**src/rtl/conv_acc_wb.sv**
```systemverilog
// Read-modify-write accumulator writeback stage. It reads the old partial sums,
// then adds or overwrites them per lane and writes them back with saturation.
// In-flight writes are forwarded so that back-to-back beats to one address accumulate correctly.

module conv_acc_wb_lane #(
    parameter int DATA_W = 16,
    parameter int ACC_W  = 32
) (
    input  logic                     en,
    input  logic                     acc_new,
    input  logic                     hit2,
    input  logic                     hit3,
    input  logic signed [DATA_W-1:0] data,
    input  logic signed [ACC_W-1:0]  rd_old,
    input  logic signed [ACC_W-1:0]  s2_old,
    input  logic signed [ACC_W-1:0]  s3_old,
    output logic signed [ACC_W-1:0]  result
);
    localparam logic signed [ACC_W-1:0] ACC_MAX = {1'b0, {(ACC_W-1){1'b1}}};
    localparam logic signed [ACC_W-1:0] ACC_MIN = {1'b1, {(ACC_W-1){1'b0}}};

    logic signed [ACC_W-1:0] old;
    logic signed [ACC_W-1:0] ext;
    logic signed [ACC_W:0]   wide;

    always_comb begin
        // Prefer the youngest write: S2 is issuing now, S3 issued last cycle.
        old  = hit2 ? s2_old : (hit3 ? s3_old : rd_old);
        ext  = ACC_W'(data);
        wide = (ACC_W+1)'(old) + (ACC_W+1)'(ext);
        if (!en)
            result = old;
        else if (acc_new)
            result = ext;
        else if (wide[ACC_W] != wide[ACC_W-1])
            result = wide[ACC_W] ? ACC_MIN : ACC_MAX;
        else
            result = wide[ACC_W-1:0];
    end
endmodule

module conv_acc_wb #(
    parameter int ADDR_W = 8,
    parameter int BATCH  = 4,
    parameter int DATA_W = 16,
    parameter int ACC_W  = 32
) (
    input  logic                    clk,
    input  logic                    rst,
    input  logic                    in_valid,
    input  logic [ADDR_W-1:0]       in_addr,
    input  logic [BATCH-1:0]        in_acc_en,
    input  logic                    in_acc_new,
    input  logic                    in_last,
    input  logic [BATCH*DATA_W-1:0] in_data,
    output logic [ADDR_W-1:0]       abuf_rd_addr,
    input  logic [BATCH*ACC_W-1:0]  abuf_rd_data,
    output logic                    abuf_wr_en,
    output logic [ADDR_W-1:0]       abuf_wr_addr,
    output logic [BATCH-1:0]        abuf_wr_mask,
    output logic [BATCH*ACC_W-1:0]  abuf_wr_data,
    output logic                    busy,
    output logic                    done
);
    logic                    s1_vld, s1_new, s1_last;
    logic [ADDR_W-1:0]       s1_addr;
    logic [BATCH-1:0]        s1_en;
    logic [BATCH*DATA_W-1:0] s1_data;

    logic                    s3_vld;
    logic [ADDR_W-1:0]       s3_addr;
    logic [BATCH-1:0]        s3_mask;
    logic [BATCH*ACC_W-1:0]  s3_data;

    logic [BATCH*ACC_W-1:0]  sum;
    logic [BATCH-1:0]        hit2, hit3;

    // The S2 stage is the write port itself, so abuf_wr_en doubles as S2 valid.
    assign abuf_rd_addr = rst ? '0 : in_addr;
    assign busy         = !rst && (in_valid || s1_vld || abuf_wr_en);

    for (genvar i = 0; i < BATCH; i++) begin : g_lane
        assign hit2[i] = abuf_wr_en && (abuf_wr_addr == s1_addr) && abuf_wr_mask[i];
        assign hit3[i] = s3_vld && (s3_addr == s1_addr) && s3_mask[i];

        conv_acc_wb_lane #(.DATA_W(DATA_W), .ACC_W(ACC_W)) u_lane (
            .en      (s1_en[i]),
            .acc_new (s1_new),
            .hit2    (hit2[i]),
            .hit3    (hit3[i]),
            .data    (s1_data[i*DATA_W +: DATA_W]),
            .rd_old  (abuf_rd_data[i*ACC_W +: ACC_W]),
            .s2_old  (abuf_wr_data[i*ACC_W +: ACC_W]),
            .s3_old  (s3_data[i*ACC_W +: ACC_W]),
            .result  (sum[i*ACC_W +: ACC_W])
        );
    end

    always_ff @(posedge clk) begin
        if (rst) begin
            s1_vld       <= 1'b0;
            s1_new       <= 1'b0;
            s1_last      <= 1'b0;
            s1_addr      <= '0;
            s1_en        <= '0;
            s1_data      <= '0;
            abuf_wr_en   <= 1'b0;
            abuf_wr_addr <= '0;
            abuf_wr_mask <= '0;
            abuf_wr_data <= '0;
            done         <= 1'b0;
            s3_vld       <= 1'b0;
            s3_addr      <= '0;
            s3_mask      <= '0;
            s3_data      <= '0;
        end else begin
            s1_vld <= in_valid;
            if (in_valid) begin
                s1_new  <= in_acc_new;
                s1_last <= in_last;
                s1_addr <= in_addr;
                s1_en   <= in_acc_en;
                s1_data <= in_data;
            end

            abuf_wr_en <= s1_vld;
            done       <= s1_vld && s1_last;
            if (s1_vld) begin
                abuf_wr_addr <= s1_addr;
                abuf_wr_mask <= s1_en;
                abuf_wr_data <= sum;
            end

            s3_vld <= abuf_wr_en;
            if (abuf_wr_en) begin
                s3_addr <= abuf_wr_addr;
                s3_mask <= abuf_wr_mask;
                s3_data <= abuf_wr_data;
            end
        end
    end
endmodule

```
**config.mk**
```make
export PLATFORM = sky130hd
export DESIGN_NAME = conv_acc_wb
export DESIGN_NICKNAME = d
export VERILOG_FILES = /design/src/rtl/conv_acc_wb.sv
export SDC_FILE = /design/constraint.sdc
export NUM_CORES = 1
export LEC_CHECK = 0
export ABC_AREA = 1
export CORE_MARGIN = 2
export CORE_UTILIZATION = 55
export CTS_BUF_LIST = sky130_fd_sc_hd__clkbuf_2 sky130_fd_sc_hd__clkbuf_4 sky130_fd_sc_hd__clkbuf_8
export DETAILED_ROUTE_END_ITERATION = 6
export GPL_ROUTABILITY_DRIVEN = 0
export MAX_ROUTING_LAYER = met4
export PLACE_DENSITY_LB_ADDON = 0.05
export SYNTH_ARGS = -nofsm -noshare
export SYNTH_HDL_FRONTEND = slang
export SYNTH_SLANG_ARGS = --single-unit
```
**constraint.sdc**
```tcl
create_clock -name clk -period 4 [get_ports clk]
set_clock_uncertainty 0.1 [all_clocks]
set_input_delay 0.6 -clock clk [delete_from_list [all_inputs] [get_ports clk]]
set_output_delay 0.6 -clock clk [all_outputs]
set_load 0.01 [all_outputs]
```
==> results.toml <==
[timing]
max_freq_mhz = 244
drv_slew = 0
setup_violations = 22
rsz0062_at_grt = "true"
setup_ws_ns = -0.0901
final.period_utilization = 1.02
fin_crit_ns = 4.09
slew-limit-headroom = 0.106
tightest_slew_ns = 1.34
finalHoldViolCount = 0

[finish]
finalNetCount = 5594
final_cells = 5967
drive_gt1_frac = 0.202
syn_to_final_growth_pct = 39.4
fin_area_um2 = 38600

[yosys]
synth_top_family_by_area = "simple AND/OR/NAND/NOR gates"
synth_compound_area_frac = 0.208
syn_avg_cell_area_um2 = 6.03
synth_area_um2 = 27700
synth_flop_cell = "dfxtp_1"
synthSimpleGateAreaFrac = 0.332
ys_seq_area_frac = 0.262
synth_fa_ha_area_frac = 0.0625
synthDistinctLibCells = 52
syn_inst = 4595
synth-edff-count = 0
synth-warning-count = 0
synth_mux_area_frac = 0
async_flop_share = 0
synthXorXnorAreaFrac = 0.0250
synth_seq_cells = 362
syn-num-nets = 4940

[floorplan]
dieArea_um2 = 52200
start_util = 0.554
core_um2 = 50000
die-height_um = 228
fp-row-count = 82
die_w_um = 228
io_pins = 360

[routing]
viasPerCell = 5.62
wl_per_cell_um = 17.5
ant_nets = 0
drcViolationCount = 0
drtPass1Iterations = 6
first_iter_violations = 3255
dr_total_vias = 33600
wirelength_um = 104000

[clocking]
cts_buffers = 59
cts_sinks = 362
cts.path.max_buffers = 3
cts_hold_buffers = 0
clock_latency_ns = 0.71
root_buffer = "clkbuf_8"
cts_max_level = 2
clk_pin_slew_worst_paths_ns = 0.06
cts_tree = "yes"

[pwr]
power.density_nw_per_um2 = 310
clockPowerShare = 0.294
sequentialPowerShare = 0.341
totalPowerFinal_mw = 12.0
switching_share = 0.358
leakagePower_nw = 18.2
p_int_mw = 7.70
power_switching_mw = 4.29
ir_drop_mv = 0.247
p_comb_frac = 0.365

[global_route]
grt_usage = 0.367
grt_pass1_vias = 29800
grt_pass1_wl_um = 153000
antenna_found_initial = 2
grt-ovfl-total = 0
grt_max_degree = 258

[run]
maxCapViolations = 0

[critical_path]
required_ns = 4.54
setup.worst_path.start_class = "flip-flop"
cp-end-kind = "flip-flop"
path_max_fanout = 6
arrival_ns = 4.63
path_class = "reg -> reg"

[placement]
dpl.cell_count = 5806
dp_hpwl_um = 72000
port_buffers = 359
dpl_cell_area_um2 = 34500
dpl_worst_slack_ns = -0.0789

[worst_hold_path]
hp-class = "reg -> reg"

[outcome]
status = "finished, violations left"
violations = "setup timing"
-- cells by family after synthesis --
| group | Yosys count |
|---|---|
| buf+inv | 773 |
| flops | 362 |
| compound gates | 1055 |
| simple gates | 2190 |
| fa+ha+maj | 136 |
| xor+xnor | 79 |
-- cell usage after synthesis, types with 8 or more instances --
library cell	n	area share
a21o_1	21	0.0057
a21oi_1	439	0.079
a21oi_2	31	0.0098
buf_1	21	0.0028
buf_2	40	0.0072
buf_4	10	0.0027
clkbuf_1	136	0.018
clkinv_1	16	0.0022
dfxtp_1	362	0.26
ha_1	132	0.060
inv_1	521	0.071
inv_2	15	0.0020
nand2_1	1331	0.18
nand2_2	68	0.015
nand3_1	359	0.065
nand3b_1	9	0.0024
nand4_1	12	0.0027
nor2_1	341	0.046
nor3_1	29	0.0052
nor4_1	8	0.0018
o211ai_1	80	0.022
o21a_1	18	0.0049
o21ai_0	408	0.074
o21ai_1	33	0.0060
o21bai_1	17	0.0046
xnor2_1	16	0.0051
xor2_1	63	0.020
-- power groups by stage --
stage                     Clock (mW)  Combinational (mW)  Sequential [mW]
final                           3.53                4.37             4.09
after global routing            3.71                4.75             4.11
after CTS                       3.56                3.78             4.04
after detailed placement           0                3.74             4.11
after global placement             0                3.71             4.11
after floorplan                    0                2.20             4.08
-- per-layer routing --
metal | routed length, um | part of all wire | track usage
met1 | 43000 | 0.41 | 0.469
met2 | 47100 | 0.45 | 0.582
met3 | 9400 | 0.090 | 0.0605
met4 | 4850 | 0.046 | 0.136
met5 | 0 | 0 | -
-- cell type report --
class	instances	area, um^2
repair buffers	806	7630
clock inverters	10	52.6
multi-input cells	3462	19500
clock buffers	95	1210
flip-flops and latches	362	7270
well taps	672	841
inverters	558	2150
diodes	2	5.00
fillers	3937	11300
-- flip-flops by register name, summed over array words and instances (netlist names) --
signal        cells
s3_addr           8
s1_en             4
abuf_wr_addr      8
done              1
abuf_wr_data    128
abuf_wr_en        1
s1_last           1
s3_mask           4
s3_data         128
abuf_wr_mask      4
s3_vld            1
s1_new            1
s1_data          64
s1_addr           8
s1_vld            1
-- worst max-delay path: stages (launching register included) --
cell and delay, ns:
dfxtp_4 0.37, xnor2_2 0.18, o211ai_1 0.16, nor4_4 0.30
buf_6 0.19, nand3_4 0.18, nand3_1 0.21, nand2_1 0.13
ha_1 0.33, buf_4 0.17, nand2_1 0.10, inv_1 0.05
a21oi_1 0.20, nand2_1 0.13, a21oi_2 0.16, nand2_1 0.07
nand2_1 0.08, nand2_2 0.10, inv_2 0.12, a21oi_4 0.07
buf_12 0.15, buf_12 0.13, a21o_1 0.19, a21oi_2 0.15
-- path summary, 6_finish.rpt --
kind	start	end	slack (ns)	depth (start not counted)
worst min register to register	s3_data[103]	s3_data[103]	0.35	2
worst min-delay path	s3_data[103]	s3_data[103]	0.35	2
worst max-delay path	s1_addr[6]	abuf_wr_data[8]	-0.09	23
worst max register to register	s1_addr[6]	abuf_wr_data[8]	-0.09	23
-- through the flow --
stage | setup TNS, ns | util | hold slack, ns
final | -0.632 | 0.773 | 0.354
after floorplan | 0 | - | 0.315
after global routing | -15.30 | 0.773 | 0.368
after CTS | 0 | 0.717 | 0.314
after detailed placement | -0.667 | 0.691 | 0.339
after global placement | -0.0812 | 0.691 | 0.334
-- cells in the final DEF (no fill, tap or decap), types with 15 or more instances in the layout --
| master | instances |
|---|---|
| a21oi_2 | 101 |
| nor2_1 | 319 |
| a21oi_1 | 367 |
| o21ai_0 | 348 |
| buf_4 | 390 |
| clkdlybuf4s50_1 | 357 |
| inv_2 | 22 |
| o21bai_1 | 16 |
| dfxtp_1 | 349 |
| ha_1 | 61 |
| nand2_1 | 1270 |
| o21ai_1 | 43 |
| nor2_2 | 20 |
| ha_4 | 66 |
| nand3_2 | 41 |
| buf_12 | 32 |
| o211ai_1 | 80 |
| nand2_2 | 120 |
| inv_1 | 508 |
| o21ai_2 | 46 |
| xor2_1 | 61 |
| a21o_1 | 21 |
| nor3_1 | 19 |
| nand3_1 | 320 |
| o21a_1 | 18 |
| clkbuf_8 | 80 |
| clkbuf_4 | 15 |
-- repair_timing --
action	CTS	global route
cloned	0	17
setup endpoints to repair	52	128
endpoints found under the hold margin	0	0
pin swaps	1	62
gates resized for setup	19	479
setup buffers	0	37
No activity file was read; power rests on OpenSTA's default activity.
